**config.mk**
```make
export PLATFORM = sky130hd
export DESIGN_NAME = mm_output_registers
export DESIGN_NICKNAME = d
export VERILOG_FILES = /design/src/rtl/mm_output_registers.sv
export SDC_FILE = /design/constraint.sdc
export NUM_CORES = 1
export LEC_CHECK = 0
export CAP_MARGIN = 15
export CELL_PAD_IN_SITES_DETAIL_PLACEMENT = 1
export CELL_PAD_IN_SITES_GLOBAL_PLACEMENT = 2
export CORE_ASPECT_RATIO = 1.1
export CORE_MARGIN = 2
export CORE_UTILIZATION = 17
export CTS_CLUSTER_DIAMETER = 150
export DETAILED_ROUTE_END_ITERATION = 16
export HOLD_SLACK_MARGIN = 0.08
export PLACE_DENSITY_LB_ADDON = 0.1
export SKIP_CTS_REPAIR_TIMING = 1
export SLEW_MARGIN = 15
export SYNTH_ARGS = -nofsm -noshare
export SYNTH_HDL_FRONTEND = slang
export SYNTH_SLANG_ARGS = --single-unit
```
**constraint.sdc**
```tcl
create_clock -name clk -period 1 [get_ports clk]
set_input_delay 0.1 -clock clk [delete_from_list [all_inputs] [get_ports clk]]
set_output_delay 0.1 -clock clk [all_outputs]
set_load 0.05 [all_outputs]
```
**src/rtl/mm_output_registers.sv**
```systemverilog
// Output register stage of the matrix-multiplier datapath.
// Two independent registered channels share one clock and one synchronous reset:
//   FD: narrows the wide accumulated result to DATA_WIDTH and flags overflow.
//   PP: pipelines a 2*DATA_WIDTH partial product together with its carry bit.
// Every output comes straight from a flop, so there is no input-to-output combinational path.
module mm_output_registers #(
    parameter int unsigned DATA_WIDTH = 8
) (
    input  logic                      clk,
    // Active-high despite the name; the name is kept so existing instantiations still match.
    input  logic                      reset_n,

    input  logic                      en_FDReg,
    input  logic [2*DATA_WIDTH:0]     fd_inData,
    output logic [DATA_WIDTH-1:0]     fd_outData,
    output logic                      resultIsInvalid,

    input  logic                      en_PPReg,
    input  logic [2*DATA_WIDTH-1:0]   pp_inData,
    input  logic                      pp_cin,
    output logic [2*DATA_WIDTH-1:0]   pp_outData,
    output logic                      pp_cout
);

    logic [DATA_WIDTH-1:0]   fd_data_d, fd_data_q;
    logic                    fd_invalid_d, fd_invalid_q;
    logic [2*DATA_WIDTH-1:0] pp_data_d, pp_data_q;
    logic                    pp_carry_d, pp_carry_q;
    logic                    fd_overflow;

    // Any set bit at or above DATA_WIDTH means the result cannot be represented after truncation.
    assign fd_overflow = |fd_inData[2*DATA_WIDTH:DATA_WIDTH];

    // FD next state: load the truncated low slice and its overflow flag, otherwise hold.
    always_comb begin
        fd_data_d    = fd_data_q;
        fd_invalid_d = fd_invalid_q;
        if (en_FDReg) begin
            fd_data_d    = fd_inData[DATA_WIDTH-1:0];
            fd_invalid_d = fd_overflow;
        end
    end

    // PP next state: load the partial product and carry together, otherwise hold.
    always_comb begin
        pp_data_d  = pp_data_q;
        pp_carry_d = pp_carry_q;
        if (en_PPReg) begin
            pp_data_d  = pp_inData;
            pp_carry_d = pp_cin;
        end
    end

    // FD register; reset wins over a load requested on the same edge.
    always_ff @(posedge clk) begin
        if (reset_n) begin
            fd_data_q    <= '0;
            fd_invalid_q <= 1'b0;
        end else begin
            fd_data_q    <= fd_data_d;
            fd_invalid_q <= fd_invalid_d;
        end
    end

    // PP register; reset wins over a load requested on the same edge.
    always_ff @(posedge clk) begin
        if (reset_n) begin
            pp_data_q  <= '0;
            pp_carry_q <= 1'b0;
        end else begin
            pp_data_q  <= pp_data_d;
            pp_carry_q <= pp_carry_d;
        end
    end

    // Outputs are the flops themselves.
    assign fd_outData      = fd_data_q;
    assign resultIsInvalid = fd_invalid_q;
    assign pp_outData      = pp_data_q;
    assign pp_cout         = pp_carry_q;

endmodule

```
### Word-level counts from Yosys, hierarchy flattened

Cells that the tools add are included.

| operators by class | value |
|---|---|
| reductions and logical operators | 1 |

Operator list:

| operator | count |
|---|---|
| 9-bit OR reduction | 1 |

| word-level totals | value |
|---|---|
| bits in registers | 26 |
| output and inout port bits | 26 |

### Depth between registers and ports, before layout

Gate-level depths: netlist of the first run.

| logic depth | value |
|---|---|
| depth after elaboration | 1 |
| depth in mapped cells | 4 |

### Worst setup path before layout of the first run

Ideal clock, no wire load.

| path | value |
|---|---|
| kind | register -> register |
| start point | register resultIsInvalid (netlist name) |
| end point | register fd_invalid_q, in the netlist resultIsInvalid |
| cell stages (with the launch flop) | 3 |
| arrival | 0.919 ns |
| required time | 0.909 ns |
| clock period less this slack | 1.010 ns |
| path slack | -0.010 ns |
| path through | dfxtp_1 > nor2_1 > a311oi_1 |

RTL lines:

| item | line | source |
|---|---|---|
| end signal: assignment | 61 | `fd_invalid_q <= fd_invalid_d;` |
| end: declaration | 26 | `logic fd_invalid_d, fd_invalid_q;` |

### Final worst setup path of the first run

| path | value |
|---|---|
| start point | register pp_data_q[15], in the netlist pp_outData[15] |
| end point | output pp_outData[15] |

RTL lines:

| item | line | source |
|---|---|---|
| start: declaration | 27 | `logic [2*DATA_WIDTH-1:0] pp_data_d, pp_data_q;` |
| start signal: assignment | 71 | `pp_data_q <= pp_data_d;` |
| end: declaration | 21 | `output logic [2*DATA_WIDTH-1:0] pp_outData,` |

No word-level cell between the ends.

==> summary.txt, run 1 <==
Synthesis
  • Syn_area_per_cell: 10.7 sq um
  • Synth unique cells: 10
  • Synth Instances: 87
  • Cell Area, Synth: 933 sq um
  • Yosys warns: 0
  • Sequential share of the synthesized area: 55.8%
  • Post-Syn Nets: 125
  • FF+latch count, synth: 26

Detailed routing
  • Vias: 862
  • DRC errors left: 0
  • Post-Route WL: 2.72 mm
  • Final antenna-violating net count: 0
  • Wirelength per Cell: 12.0 microns
  • Iteration-0 DRC Markers: 16
  • Via/cell ratio: 3.81
  • First drt pass iteration count: 2

Timing
  • Final setup viols: 0
  • Slew Viols, Final: 0
  • Final Hold Fails: 0
  • Skew final: 0 ns
  • Tcrit/Tclk final: 93.1%
  • Slew HR: 89.2%
  • Max frequency: 1070 MHz
  • Final Critical Period: 0.931 ns
  • Setup_tns: 0 ns
  • Worst-margin pin slew: 0.158 ns
  • RSZ-0062 raised after global routing: no

Clock network
  • Clock tree buffer depth: 2
  • Num CTS Buffers: 3
  • CTS tree: done
  • Clock-pin slew on the worst setup and hold paths: 0.10 ns
  • H-tree depth: 1
  • Clk root buf: clkbuf_8
  • Clk_lat worst skew: 0.27 ns
  • Clk sinks: 26

GRT
  • Gr usage total: 9.17%
  • Overflow after GRT: 0
  • Global-route wire length before repair: 4.20 mm
  • Antenna violations before repair: 0
  • Largest net degree at the start of global routing: 27
  • Number of global-route vias before repair: 921

Placement
  • Placed Cells: 222
  • Port bufs: 63
  • Placer Congestion: 0.618
  • HPWL Detailed: 2.13 mm

Worst setup path
  • Crit path max-delay family: flip-flops
  • Critical path required time: 0.90 ns
  • CP startpoint kind: flip-flop
  • Setup CP Type: flip-flop to primary output
  • Crit-path slowest cell: dfxtp_1
  • Crit path capture type: primary output
  • Crit path largest cell delay: 0.41 ns
  • Worst path arrival time: 0.83 ns
  • Ordered cell list for the critical path: buf_12
  • WP buf/inv: 1
  • Crit path max fanout: 2

Floorplan
  • Initial Util: 17.5%
  • Row Count: 28
  • Die area: 6100 sq um
  • Core area: 5330 sq um
  • Die Width: 74.7 microns
  • Die Y: 81.7 microns
  • IO Pins: 64

Final layout
  • Non-Filler Instances: 226
  • Area grow syn2layout: 118%
  • Filler instances: 598
  • # diodes: 0
  • Final nets: 190
  • Share of layout cells above drive strength 1: 23.8%

Power
  • PwrDens: 1390 nW/um^2
  • Leak: 0.884 nW
  • VDD IR-drop max: 0.000733 V

Job
  • Max Cap Viol: 0

Worst hold path
  • Worst Hold Class: input pin to flip-flop

Run status
  • Status: complete, no violations
power breakdown:
group | switching [mW] | internal (mW)
clock network | 0.338 | 0.535
registers | 0.0647 | 1.10
logic | 0.346 | 0.433
total | 0.749 | 2.07
cells in the mapped netlist (all sizes together):
cell / instances / area [sq um]
mux2i: 25 / 250
a311oi: 1 / 8.76
nor3: 2 / 15.0
or4: 1 / 7.51
nor2: 26 / 97.6
buf: 4 / 26.3
clkbuf: 2 / 7.51
dfxtp: 26 / 521
path summary, 6_finish.rpt:
path | from | end | slack (ns) | cells after the start
setup / recovery | pp_outData[15] | pp_outData[15] | 0.07 | 1
setup reg to reg | resultIsInvalid | resultIsInvalid | 0.29 | 2
hold reg to reg | resultIsInvalid | resultIsInvalid | 0.53 | 2
hold / removal | fd_inData[14] | resultIsInvalid | 0.28 | 4
stage by stage:
stage          area [sq um]  total power [mW]  setup slack [ns]  util [%]  hold slack (ns)
3_3_place_gp           1950              1.96            -0.350      36.5            0.515
4_1_cts                2020              2.87           -0.0770      37.9            0.432
5_1_grt                2030              2.95            0.0151      38.1            0.330
6_report               2030              2.82            0.0692      38.1            0.277
2_1_floorplan           935              1.50            0.0463         -            0.247
3_5_place_dp           1950              1.98            -0.376      36.5            0.515
layout by cell type (no fill, tap or decap):
cell             count
clkdlybuf4s50_1     33
buf_12              29
nor2_1              26
mux2i_1             25
dfxtp_1             25
dlymetal6s2s_1       4
clkbuf_8             3
or4_4                1
nor3_2               1
nor3_1               1
a311oi_1             1
bufinv_16            1
dfxtp_2              1
cells by family (layout without fill, tap and decap cells):
| logic type | count (synthesis) | count (layout) | synth area share [%] |
|---|---|---|---|
| compound gates | 1 | 1 | 0.939 |
| buf+inv | 6 | 70 | 3.62 |
| flops | 26 | 26 | 55.8 |
| mux | 25 | 25 | 26.8 |
| simple gates | 29 | 29 | 12.9 |
routing by layer:
metal,vias to the layer above,track usage [%],part of all wire [%]
met5,-,0,0
met4,0,3.21,0.63
met3,2,4.05,13
met2,46,16.1,49
met1,399,9.65,37
li1,415,-,-
layout make-up:
class / count / area, sq um / share of cell area [%]
clock inverter: 1 / 30.0 / 1.48
clock buffer: 3 / 41.3 / 2.03
multi-input combinational: 55 / 383 / 18.9
timing repair buffer: 66 / 961 / 47.3
tap: 75 / 93.8 / 4.62
sequential: 26 / 522 / 25.7
registers in the layout, summed over array words and instances, names as in the netlist:
register,flops
fd_outData,8
pp_outData,16
resultIsInvalid,1
pp_cout,1
(Power assumes the default switching activity.)
==> run 2, diff against run 1 <==
- CORE_ASPECT_RATIO: 1.1 -> 0.8
- CORE_UTILIZATION: 17 -> 20
- TNS_END_PERCENT: unset -> 10
- clock period: 1 -> 1.1 ns (I/O delays scaled with it)
==> summary.txt, run 2 (synthesis gave the netlist of run 1 again) <==
Final layout
  • Register area: 520 sq um (-0.24%)
  • Post-route cell area: 1980 sq um (-2.5%)
  • Commonest non-fill, non-tap cell in the layout: clkdlybuf4s50_1
  • Most frequent cells in the layout: clkdlybuf4s50_1 (34), buf_12 (27), nor2_1 (26), dfxtp_1 (26), mux2i_1 (25)
  • Filler instances: 509 (-15%)
  • Multi-input logic area: 395 sq um (+3.3%)
  • Area grow syn2layout: 112%
  • Number of flip-flops in the largest register: 16 (unchanged)
  • Post-layout util: 43.6% (+5.5 points)
  • Share of layout cells above drive strength 1: 24.3% (+0.50 points)
  • # diodes: 0 (unchanged)
  • Final nets: 192 (+1.1%)

Worst setup path
  • Crit path capture type: flip-flop
  • Ordered cell list for the critical path: clkdlybuf4s50_1 > or4_4 > nor3_4 > a311oi_2
  • Crit path largest cell delay: 0.43 ns (+0.02 ns)
  • Setup CP Type: input pin to flip-flop
  • Crit-path slowest cell: or4_4
  • Critical path required time: 1.24 ns (+0.34 ns)
  • Crit path max fanout: 1 (-1)
  • CP startpoint kind: input pin
  • Worst path arrival time: 1.22 ns (+0.39 ns)

Timing
  • Setup_tns: 0 ns (unchanged)
  • Tcrit/Tclk final: 97.8%
  • Skew final: 0 ns (unchanged)
  • Max frequency: 929 MHz
  • Final Hold Fails: 0 (unchanged)
  • Final Critical Period: 1.08 ns
  • Final setup viols: 0 (unchanged)
  • RSZ-0062 raised after global routing: no
  • Slew HR: 84.0% (-5.2 points)
  • Worst-margin pin slew: 0.239 ns (+0.0809 ns)
  • Slew Viols, Final: 0 (unchanged)
  • Setup WS post-layout: 0.0241 ns (-0.0451 ns)

Power
  • Leak: 0.866 nW (-2.0%)
  • Clk network pwr share: 22.8% (-8.2 points)
  • Sequential Power Share: 46.3% (+5.0 points)
  • Combinational power share: 30.9% (+3.2 points)
  • VDD IR-drop max: 0.000562 V (-23%)
  • Net Sw Power: 653 uW (-13%)
  • Sw Share: 28.6% (+2.0 points)
  • PwrDens: 1150 nW/um^2 (-17%)
  • Internal Power: 1.63 mW (-21%)

GRT
  • Overflow after GRT: 0 (unchanged)
  • Largest net degree at the start of global routing: 18 (-33%)
  • Antenna violations before repair: 0 (unchanged)
  • Gr usage total: 11.7% (+2.6 points)
  • Global-route wire length before repair: 4.69 mm (+12%)
  • Number of global-route vias before repair: 952 (+3.4%)

Floorplan
  • Die Y: 65.1 microns (-20%)
  • Initial Util: 20.6% (+3.0 points)
  • Die Width: 80.4 microns (+7.7%)
  • Die area: 5230 sq um (-14%)
  • IO Pins: 64 (unchanged)
  • Core area: 4540 sq um (-15%)
  • Row Count: 22 (-21%)

Placement
  • Setup Slack @ Placement: -0.284 ns (+0.0924 ns)
  • Placer Congestion: 0.716 (+16%)
  • Port bufs: 63 (unchanged)
  • HPWL Detailed: 2.34 mm (+10%)
  • Placed cell areas: 1920 sq um (-1.5%)

Detailed routing
  • Via/cell ratio: 4.02 (+5.5%)
  • First drt pass iteration count: 4 (+2)
  • Wirelength per Cell: 13.3 microns (+10%)
  • DRC errors left: 0 (unchanged)
  • Final antenna-violating net count: 0 (unchanged)
  • Iteration-0 DRC Markers: 11 (-5)
  • Vias: 853 (-1.0%)
  • Post-Route WL: 2.81 mm (+3.4%)

Clock network
  • H-tree depth: 1 (unchanged)
  • Clock tree buffer depth: 2 (unchanged)
  • Clk sinks: 26 (unchanged)
  • Clk root buf: clkbuf_8
  • CTS tree: done
  • Clock-pin slew on the worst setup and hold paths: 0.08 ns (-0.02 ns)
  • Num CTS Buffers: 3 (unchanged)
  • Clk_lat worst skew: 0.26 ns (about the same)

Worst hold path
  • Worst Hold Class: input pin to flip-flop

Job
  • Max Cap Viol: 0 (unchanged)

Run status
  • Status: complete, no violations
## run 2: changes by cell type in the layout (fill, tap and decap cells not counted), sizes merged
cell	previous run	this run
bufinv	1	0
clkdlybuf4s50	33	34
dlymetal6s2s	4	3
buf	29	31
## run 2: power groups by stage
stage,clock network [mW],registers [mW],logic [mW]
2_1_floorplan,0,1.24,0.117
3_3_place_gp,0,1.08,0.701
3_5_place_dp,0,1.08,0.712
4_1_cts,0.558,1.06,0.714
5_1_grt,0.610,1.07,0.744
6_report,0.521,1.06,0.707
## run 2: layout make-up
type                       instances  share of cell area (%)
sequential                        26                    26.3
multi-input combinational         55                    20.0
clock buffer                       3                    2.08
tap                               60                    3.79
timing repair buffer              68                    47.9
## run 2: metal layers
metal,GRT usage (%),part of all wire [%],wire length (microns),up-vias
li1,-,-,-,420
met1,13.8,39,1100,400
met2,20.8,53,1490,31
met3,4.26,7.3,206,2
met4,1.91,0.43,12,0
met5,0,0,0,-
## run 2: worst paths after layout
| path | start | end | slack, ns | depth (start not counted) |
|---|---|---|---|---|
| setup / recovery | fd_inData[14] | resultIsInvalid | 0.02 | 4 |
| hold / removal | fd_inData[16] | resultIsInvalid | 0.31 | 4 |
| setup reg to reg | resultIsInvalid | resultIsInvalid | 0.34 | 2 |
| hold reg to reg | pp_outData[14] | pp_outData[14] | 0.56 | 2 |
## run 2: worst max-delay path, delay by kind of cell
kind	cells	cell delay, ns
buffers and inverters	1	0.40
AOI/OAI and AO/OA	1	0.10
and+or+nand+nor	2	0.61
## run 2: stage by stage
| stage | total power [mW] | hold slack (ns) | std cells |
|---|---|---|---|
| after CTS | 2.33 | 0.447 | 212 |
| final | 2.29 | 0.309 | 212 |
| after floorplan | 1.36 | 0.257 | 87 |
| after detailed placement | 1.79 | 0.545 | 209 |
| after global placement | 1.78 | 0.530 | 209 |
| after global routing | 2.42 | 0.318 | 212 |
==> run 3, diff against run 2 <==
- CORE_ASPECT_RATIO: 0.8 -> unset
==> summary.txt, run 3 (synthesis gave the netlist of run 1 again) <==
Timing
  • Final Critical Period: 1.04 ns (-0.0376 ns)
  • RSZ-0062 raised after global routing: no
  • Final setup viols: 0 (unchanged)
  • Final Hold Fails: 0 (unchanged)
  • Worst-margin pin slew: 0.202 ns (-0.0364 ns)
  • Setup WS post-layout: 0.0617 ns (+0.0376 ns)
  • Worst hold slack: 0.324 ns (+0.0148 ns)
  • Skew final: 0 ns (unchanged)
  • Slew HR: 86.4% (+2.5 points)
  • Tcrit/Tclk final: 94.4% (-3.4 points)
  • Setup_tns: 0 ns (unchanged)
  • Max frequency: 963 MHz (+3.6%)
  • Slew Viols, Final: 0 (unchanged)

Final layout
  • Register area: 520 sq um (unchanged)
  • Multi-input logic area: 383 sq um (-3.2%)
  • # diodes: 0 (unchanged)
  • Commonest non-fill, non-tap cell in the layout: clkdlybuf4s50_1
  • Most frequent cells in the layout: clkdlybuf4s50_1 (34), buf_12 (28), nor2_1 (26), dfxtp_1 (26), mux2i_1 (25)
  • Number of flip-flops in the largest register: 16 (unchanged)
  • Non-Filler Instances: 203 (-4.2%)
  • Area grow syn2layout: 110%
  • Share of layout cells above drive strength 1: 23.2% (-1.2 points)
  • Post-route cell area: 1960 sq um (-0.88%)
  • Filler instances: 458 (-10%)
  • Post-layout util: 44.5% (+0.86 points)
  • Final nets: 191 (-0.52%)

GRT
  • Largest net degree at the start of global routing: 26 (+8)
  • GR Util met1: 11.9% (-1.9 points)
  • Gr usage total: 10.9% (-0.79 points)
  • Number of global-route vias before repair: 921 (-3.3%)
  • Global-route wire length before repair: 4.38 mm (-6.6%)
  • GR Layer Usage met3: 4.72% (+0.46 points)
  • Overflow after GRT: 0 (unchanged)
  • Antenna violations before repair: 0 (unchanged)
  • Met2 Track Usage GR: 19.6% (-1.3 points)
  • Most used routing layer: met2

Floorplan
  • IO Pins: 64 (unchanged)
  • Die Width: 72.3 microns (-10%)
  • Initial Util: 21.1% (+0.59 points)
  • Die area: 5230 sq um (about the same)
  • Die Y: 72.3 microns (+11%)
  • Core area: 4410 sq um (-2.8%)
  • Row Count: 24 (+9.1%)

Power
  • VDD IR-drop max: 0.000643 V (+14%)
  • Leak: 0.860 nW (-0.70%)
  • PwrDens: 1160 nW/um^2 (+0.51%)
  • Final Total Pwr: 2.28 mW (-0.37%)

Placement
  • Port bufs: 63 (unchanged)
  • Placer Congestion: 0.654 (-8.6%)
  • Placed cell areas: 1910 sq um (-0.26%)
  • Placed Cells: 200 (-4.3%)
  • Setup Slack @ Placement: -0.284 ns (-0.00000200 ns)

Run status
  • Status: complete, no violations

Worst setup path
  • Crit path max fanout: 1 (unchanged)
  • Worst path arrival time: 1.19 ns (-0.03 ns)
  • Setup CP Type: input pin to flip-flop
  • CP startpoint kind: input pin
  • Critical path required time: 1.25 ns (about the same)
  • Crit path capture type: flip-flop

Clock network
  • Clk root buf: clkbuf_8
  • CTS tree: done
  • Num CTS Buffers: 3 (unchanged)
  • Clk sinks: 26 (unchanged)
  • H-tree depth: 1 (unchanged)
  • Clock tree buffer depth: 2 (unchanged)
  • Clock-pin slew on the worst setup and hold paths: 0.08 ns (about the same)
  • Clk_lat worst skew: 0.26 ns (about the same)

Detailed routing
  • Wirelength per Cell: 13.2 microns (-0.66%)
  • Vias: 845 (-0.94%)
  • Iteration-0 DRC Markers: 12 (+1)
  • Post-Route WL: 2.67 mm (-4.9%)
  • Final antenna-violating net count: 0 (unchanged)
  • Via/cell ratio: 4.16 (+3.5%)
  • DRC errors left: 0 (unchanged)
  • First drt pass iteration count: 2 (-2)

Job
  • Max Cap Viol: 0 (unchanged)

Worst hold path
  • Worst Hold Class: input pin to flip-flop
run 3: cell types whose count changed in the layout (fill, tap and decap cells not counted), sizes merged:
cell / before / now
buf: 31 / 30
run 3: worst paths after layout:
check,startpoint,to,slack [ns],cells after the start
min reg2reg,resultIsInvalid,resultIsInvalid,0.54,2
min,fd_inData[10],resultIsInvalid,0.32,4
max,fd_inData[14],resultIsInvalid,0.06,4
max reg2reg,resultIsInvalid,resultIsInvalid,0.34,2
run 3: final cells by class:
class,count,share of cell area (%)
Tap cell,52,3.31
Timing Repair Buffer,67,48.6
Clock buffer,3,2.10
Sequential cell,26,26.5
Multi-Input combinational cell,55,19.5
run 3: layer usage:
layer | vias up | wire, microns
li1 | 418 | -
met1 | 393 | 974
met2 | 32 | 1440
met3 | 2 | 238
met4 | 0 | 17
met5 | - | 0
run 3: critical path: stages:
cell,delay [ns]
clkdlybuf4s50_1,0.39
or4_4,0.41
nor3_2,0.18
a311oi_1,0.10
run 3: report_power, final:
part | leakage [nW] | switching [mW] | internal, mW | total (mW)
combinational | 0.624 | 0.312 | 0.392 | 0.704
sequential | 0.215 | 0.0585 | 0.998 | 1.06
clock | 0.0216 | 0.273 | 0.245 | 0.517
